`src/rtl/seq_multiplier_pkg.sv`:
```
// Shared definitions for the sequential shift-add multiplier.
//   N_DEF      : default operand width
//   state_t    : controller state encoding
//   cnt_width  : width of the step counter for a given operand width
//   CNT_W_DEF  : counter width for the default operand width
package seq_multiplier_pkg;

  localparam int N_DEF = 8;

  typedef enum logic [1:0] {
    IDLE = 2'b00,
    RUN  = 2'b01,
    DONE = 2'b10
  } state_t;

  // Counter must be able to hold the value N itself.
  function automatic int cnt_width(input int n);
    return $clog2(n + 1);
  endfunction

  localparam int CNT_W_DEF = cnt_width(N_DEF);

endpackage

```
`src/rtl/seq_multiplier_if.sv`:
```
// Request/response bundle of the sequential multiplier.
//   go    : start/restart request
//   a, b  : unsigned operands, captured on a go edge
//   busy  : multiplication in progress
//   stp   : p holds a valid product
//   p     : 2N-bit product
// master drives requests, slave (the multiplier) drives results.
interface seq_multiplier_if #(
  parameter int N = seq_multiplier_pkg::N_DEF
);
  logic           go;
  logic [N-1:0]   a;
  logic [N-1:0]   b;
  logic           busy;
  logic           stp;
  logic [2*N-1:0] p;

  modport master (output go, a, b, input  busy, stp, p);
  modport slave  (input  go, a, b, output busy, stp, p);
endinterface

```
`src/rtl/seq_multiplier_ctrl.sv`:
```
// mult_controller: FSM and step counter of the sequential multiplier.
// All state moves on the falling edge of clk.
//   clk, rst_n : clock, async active-low reset
//   go         : start/restart request (wins over everything)
//   load       : datapath captures operands this edge
//   step       : datapath performs one add-shift this edge
//   busy, stp  : registered status flags
module mult_controller
  import seq_multiplier_pkg::*;
#(
  parameter int N = N_DEF
) (
  input  logic clk,
  input  logic rst_n,
  input  logic go,
  output logic load,
  output logic step,
  output logic busy,
  output logic stp
);

  localparam int CW = cnt_width(N);

  state_t        st;
  logic [CW-1:0] count;

  assign load = go;
  assign step = (st == RUN) && !go;

  always_ff @(negedge clk or negedge rst_n) begin
    if (!rst_n) begin
      st    <= IDLE;
      count <= '0;
      busy  <= 1'b0;
      stp   <= 1'b0;
    end else if (go) begin
      // restart from any state, including mid-run
      st    <= RUN;
      count <= CW'(N);
      busy  <= 1'b1;
      stp   <= 1'b0;
    end else begin
      case (st)
        IDLE: begin
          busy <= 1'b0;
          stp  <= 1'b0;
        end
        RUN: begin
          count <= count - 1'b1;
          // last step: result lands in the datapath on this same edge
          if (count == CW'(1)) begin
            st   <= DONE;
            busy <= 1'b0;
            stp  <= 1'b1;
          end
        end
        DONE: begin
          // hold result and flags until the next go
        end
        default: begin
          // 2'b11 is never entered normally; recover to IDLE
          st    <= IDLE;
          count <= '0;
          busy  <= 1'b0;
          stp   <= 1'b0;
        end
      endcase
    end
  end

endmodule

```
`src/rtl/seq_multiplier.sv`:
```
// Sequential unsigned N x N multiplier, one add-shift per falling edge.
// Result is available exactly N falling edges after the last go edge.
//   clk, rst_n : clock (falling-edge active), async active-low reset
//   bus        : slave side of seq_multiplier_if (go, a, b -> busy, stp, p)
// Datapath: mcand holds the multiplicand, {acc, mplier} is the shifting
// partial product; consumed multiplier bits fall out the bottom while the
// product fills in from the top.
module seq_multiplier
  import seq_multiplier_pkg::*;
#(
  parameter int N = N_DEF
) (
  input  logic              clk,
  input  logic              rst_n,
  seq_multiplier_if.slave   bus
);

  logic         load, step;
  logic         busy, stp;
  logic [N-1:0] mcand, mplier;
  logic [N:0]   acc, sum;

  mult_controller #(.N(N)) u_ctrl (
    .clk   (clk),
    .rst_n (rst_n),
    .go    (bus.go),
    .load  (load),
    .step  (step),
    .busy  (busy),
    .stp   (stp)
  );

  // N+1 bits so the carry of the add is kept before the shift.
  always_comb begin
    sum = acc + (mplier[0] ? {1'b0, mcand} : '0);
  end

  always_ff @(negedge clk or negedge rst_n) begin
    if (!rst_n) begin
      mcand  <= '0;
      mplier <= '0;
      acc    <= '0;
    end else if (load) begin
      mcand  <= bus.a;
      mplier <= bus.b;
      acc    <= '0;
    end else if (step) begin
      {acc, mplier} <= {1'b0, sum, mplier[N-1:1]};
    end
  end

  assign bus.p    = {acc[N-1:0], mplier};
  assign bus.busy = busy;
  assign bus.stp  = stp;

endmodule

```
`src/flat_wrapper.sv`:
```
// flat-port wrapper written by rule: the top's interface ports become plain ports
module seq_multiplier_flat import seq_multiplier_pkg::*;
#(
  parameter int N = N_DEF
)
  (clk, rst_n, bus_go, bus_a, bus_b, bus_busy, bus_stp, bus_p);
  seq_multiplier_if #(.N(N)) bus_i ();
  input  logic clk;
  input  logic rst_n;
  input wire logic [$bits(bus_i.go)-1:0] bus_go;
  input wire logic [$bits(bus_i.a)-1:0] bus_a;
  input wire logic [$bits(bus_i.b)-1:0] bus_b;
  output wire logic [$bits(bus_i.busy)-1:0] bus_busy;
  output wire logic [$bits(bus_i.stp)-1:0] bus_stp;
  output wire logic [$bits(bus_i.p)-1:0] bus_p;
  assign bus_i.go = bus_go;
  assign bus_i.a = bus_a;
  assign bus_i.b = bus_b;
  assign bus_busy = bus_i.busy;
  assign bus_stp = bus_i.stp;
  assign bus_p = bus_i.p;
  seq_multiplier #(.N(N)) u_core (.clk(clk), .rst_n(rst_n), .bus(bus_i));
endmodule
```
`config.mk`:
```
export PLATFORM = sky130hd
export DESIGN_NAME = seq_multiplier_flat
export DESIGN_NICKNAME = d
export VERILOG_FILES = /design/src/rtl/seq_multiplier_pkg.sv /design/src/rtl/seq_multiplier_if.sv /design/src/rtl/seq_multiplier_ctrl.sv /design/src/rtl/seq_multiplier.sv /design/src/flat_wrapper.sv
export SDC_FILE = /design/constraint.sdc
export NUM_CORES = 1
export LEC_CHECK = 0
export ABC_AREA = 1
export CAP_MARGIN = 30
export CELL_PAD_IN_SITES_DETAIL_PLACEMENT = 0
export CELL_PAD_IN_SITES_GLOBAL_PLACEMENT = 2
export CORE_MARGIN = 3
export CORE_UTILIZATION = 28
export CTS_BUF_LIST = sky130_fd_sc_hd__clkbuf_4
export DETAILED_ROUTE_END_ITERATION = 10
export HOLD_SLACK_MARGIN = 0.02
export PLACE_DENSITY_LB_ADDON = 0.1
export SETUP_SLACK_MARGIN = 0.5
export SYNTH_ARGS = -nofsm -noshare
export SYNTH_HDL_FRONTEND = slang
export SYNTH_SLANG_ARGS = --single-unit
```
`constraint.sdc`:
```
create_clock -name clk -period 1.8 [get_ports clk]
set_input_delay 0.18 -clock clk [delete_from_list [all_inputs] [get_ports clk]]
set_output_delay 0.18 -clock clk [all_outputs]
set_load 0.03 [all_outputs]
```
After elaboration in Yosys (flattened, before gate mapping)
Index checks and enable logic that the tools add are counted.
{ "totals": {"ff_bits": 33, "in_bits": 19, "output_inout_bits": 18, "word_cells": 38} }
{ "classes": {"addsub": 2, "n_eq_ne": 6, "muxes": 16, "n_reduce_logical": 7} }
{ "op_table": {"columns": ["operator", "n"], "rows": [
  ["$mux W8", 3],
  ["$mux W9", 2],
  ["$add A9 B9 Y9", 1],
  ["$pmux W4 S2", 1],
  ["$eq A4 B1 Y1 const B", 1],
  ["$mux W1", 4],
  ["$mux W2", 2],
  ["$mux W4", 1],
  ["$pmux W1 S2", 2],
  ["$pmux W2 S2", 1],
  ["$reduce_and A2 Y1", 2],
  ["$sub A4 B1 Y4 const B", 1],
  ["$ne A3 B2 Y1 const B", 1],
  ["$eq A2 B1 Y1 const B", 1],
  ["$eq A2 B2 Y1 const B", 1],
  ["$logic_not A2 Y1", 1],
  ["$ne A2 B1 Y1 const B", 1],
  ["$ne A2 B2 Y1 const B", 1],
  ["$reduce_bool A2 Y1", 1],
  ["$reduce_or A2 Y1", 1],
  ["$logic_and A1 B1 Y1", 1],
  ["$logic_not A1 Y1", 1]
]} }

Depth between registers and ports, before layout
{ "logic_depth": {"word_depth": 4, "mapped_depth": 12, "mapped_depth_nobuf": 11} }

Cells and area by module
From an unflattened synthesis, not the netlist that was laid out.
{ "hier_totals": {"hier_cells": 224, "area_unflattened_um2": 1780.5} }
{ "by_module_without_submodules": {"columns": ["mod", "instances", "cells_per_inst", "area_each_um2", "seq_area_each_um2"], "rows": [
  ["seq_multiplier", 1, 178, 1382.6, 600.6],
  ["mult_controller", 1, 46, 397.9, 200.2]
]} }

==> flow_summary_export.csv <==
group,metric,value,unit
run_status,run_status,"finished, violations left",
run_status,violations,"setup timing",
job,cap_viol_max_count,0,
die,die_w,85.7,µm
synth,yosys_most_used_dff,"dfrtn_1",
layout,antenna_cells,0,
clocking,cts_hold_buf,0,
detailed_routing,routedWlPerCell,13.7,µm
detailed_routing,dr.pass1.iters,4,
global_routing,grt_max_degree,33,
synth,async_flop_share,100,%
synth,yosys.area_share.adder,8.17,%
global_routing,grt_overflow,0,
synth,yosys.area_share.simple,24.6,%
layout,final_core_util,53.9,%
worst_setup_path,cp.depth,1,
synth,synth.avg_cell_area,8.42,µm²
synth,synth_compound_area_share,11.1,%
global_routing,grtUsageTotal,14.4,%
die,io_pins,37,
synth,synthXorXnorAreaFrac,1.97,%
die,num_rows,28,
worst_hold_path,hold_class,"register to register",
synth,ys_seq_area_share,45.1,%
timing,whs,0.438,ns
synth,synth_mux_area_share,0,%
worst_hold_path,holdPathStages,1,
worst_setup_path,crit_family,"flip-flops",
pwr,vdd_drop_max,0.300,mV
detailed_routing,vias,1658,
clocking,clkSinkCount,32,
die,die_y,85.7,µm
timing,tightest_slew,0.222,ns
detailed_routing,totalWireLength,5070,µm
layout,final_cell_area,3250,µm²
die,core-area,6030,µm²
place,place_area,2430,µm²
layout,layout_common_cells,"40 x nand2_1, 32 x nand2_2, 32 x dfrtn_1, 29 x buf_6, 23 x buf_4",
synth,synth.distinct_cells,28,
timing,setup_viol,18,
detailed_routing,drtIter0Drc,37,
clocking,cts.path.max_buffers,2,
clocking,clock_latency,0.33,ns
global_routing,first_global_vias,1692,
synth,synth_nets,241,
timing,fin_ws,-0.216,ns
synth,synth_edf_count,0,
layout,drive_gt1_share,56.8,%
synth,synth_top_family_by_area,"simple AND/OR/NAND/NOR gates",
place,port-buffer-count,36,
detailed_routing,drtAntennaViolNets,0,
worst_setup_path,crit_path_end_kind,"output port",
worst_setup_path,slowest_stage,"dfrtn_1",
timing,slew_headroom,85.1,%
pwr,power_density,727,nW/µm²
die,initial_core_util,29.5,%
layout,finalNonFillerCells,371,
timing,fin_tns_setup,-3.36,ns
layout,area_growth_syn_to_layout,82.7,%
place,place_inst,333,
synth,ys_ff_latch,32,
place,place_congestion,0.757,
worst_setup_path,cp_num_buf_inv,1,
detailed_routing,drc,0,
detailed_routing,vias_per_cell,4.47,
timing,hold_viol,0,
worst_setup_path,cp_slowest_stage_delay,0.46,ns
layout,mostFrequentLayoutCell,"nand2_1",
clocking,cts_root_buf,"clkbuf_4",
timing,clock_skew,0.00843,ns
clocking,cts_buffers,5,
timing,slew_viol_final,0,
worst_setup_path,path_max_fanout,2,
place,hpwl,3280,µm
worst_setup_path,cp.required,1.62,ns
timing,grt_setup_unrepaired,"true",
clocking,h-tree-depth,2,
layout,layout.nets,325,
synth,syn_inst,211,
die,die-area,7340,µm²
global_routing,grt_pass1_wl,8290,µm
worst_setup_path,crit_path_start_kind,"register",
synth,synthesis.area,1780,µm²
global_routing,antenna_found_initial,0,
clocking,cts_tree,"done",
worst_setup_path,worstSetupPathType,"register to output port",
worst_setup_path,cp.arrival,1.84,ns
worst_setup_path,reg2regPathDepth,11,
worst_setup_path,crit_path_cell_trace,"buf_6",
pwr,leakagePower,1.63,nW
synth,yosys_warnings,0,
clocking,clkTransAtPathRegs,0.08,ns
power breakdown:
part           switching [mW]  internal, mW
combinational           0.532         0.520
sequential             0.0759         0.817
clock                   0.272         0.143
synth_stat cells (3+ instances only):
cell type | number | area share, %
a21oi_1 | 6 | 1.7
dfrtn_1 | 32 | 45
ha_1 | 10 | 7.0
inv_1 | 29 | 6.1
inv_2 | 3 | 0.63
nand2_1 | 81 | 17
nand3_1 | 11 | 3.1
nor2_1 | 4 | 0.84
o21ai_0 | 4 | 1.1
o21ai_1 | 3 | 0.84
o221ai_2 | 4 | 3.4
xnor2_1 | 3 | 1.5
registers in the layout, summed over array words and instances, names as in the netlist:
name and count:
u_core.acc 8, u_core.u_ctrl.st 2, u_core.mplier 8, u_core.u_ctrl.count 4, u_core.mcand 8, u_core.u_ctrl.busy 1, u_core.u_ctrl.stp 1
metrics by stage:
step / setup WS, ns / power [mW]
6_report: -0.216 / 2.36
5_1_grt: -0.260 / 2.51
4_1_cts: -0.247 / 2.22
3_5_place_dp: -0.526 / 1.63
3_3_place_gp: -0.498 / 1.63
2_1_floorplan: -0.0153 / 1.35
metal layers:
layer	part of all wire, %	track usage (%)	up-vias
li1	-	-	841
met1	44	17.8	785
met2	51	24.7	27
met3	3.8	4.23	5
met4	0.97	3.45	0
met5	0	0	-
final timing paths:
check / startpoint / end / slack, ns
hold / removal: u_core.u_ctrl.count[0]$_DFFE_NN0P_ / u_core.u_ctrl.count[0]$_DFFE_NN0P_ / 0.44
min in group asynchronous: rst_n / u_core.u_ctrl.count[3]$_DFFE_NN0P_ / 0.99
setup / recovery: u_core.acc[2]$_DFFE_NN0P_ / bus_p[10] / -0.22
setup reg to reg: u_core.mplier[0]$_DFFE_NN0P_ / u_core.acc[7]$_DFFE_NN0P_ / 0.04
max in group asynchronous: rst_n / u_core.mcand[0]$_DFFE_NN0P_ / 0.59
hold reg to reg: u_core.u_ctrl.count[0]$_DFFE_NN0P_ / u_core.u_ctrl.count[0]$_DFFE_NN0P_ / 0.44
layout make-up:
type                       instances  area, µm²
multi-input combinational        141       1220
sequential                        32        801
tap                               75       93.8
clock buffer                       5       37.5
inverter                          33        161
fill                             577       2780
timing repair buffer              82        913
clock inverter                     3       13.8
kinds of logic after synthesis:
logic type               Yosys count
AND/OR/NAND/NOR                  100
buffers and inverters             38
flip-flops                        32
AO/OA/AOI/OAI                     26
adder cells (fa/ha/maj)           11
XOR/XNOR                           4
what timing repair did:
item                                    4_1_cts  5_1_grt
cloned                                        3        0
pin swaps                                    15       29
setup buffers                                16       11
gates resized for setup                      82       63
endpoints found under the setup margin       50       50
hold endpoints to repair                      0        0
(Power assumes the default switching activity.)
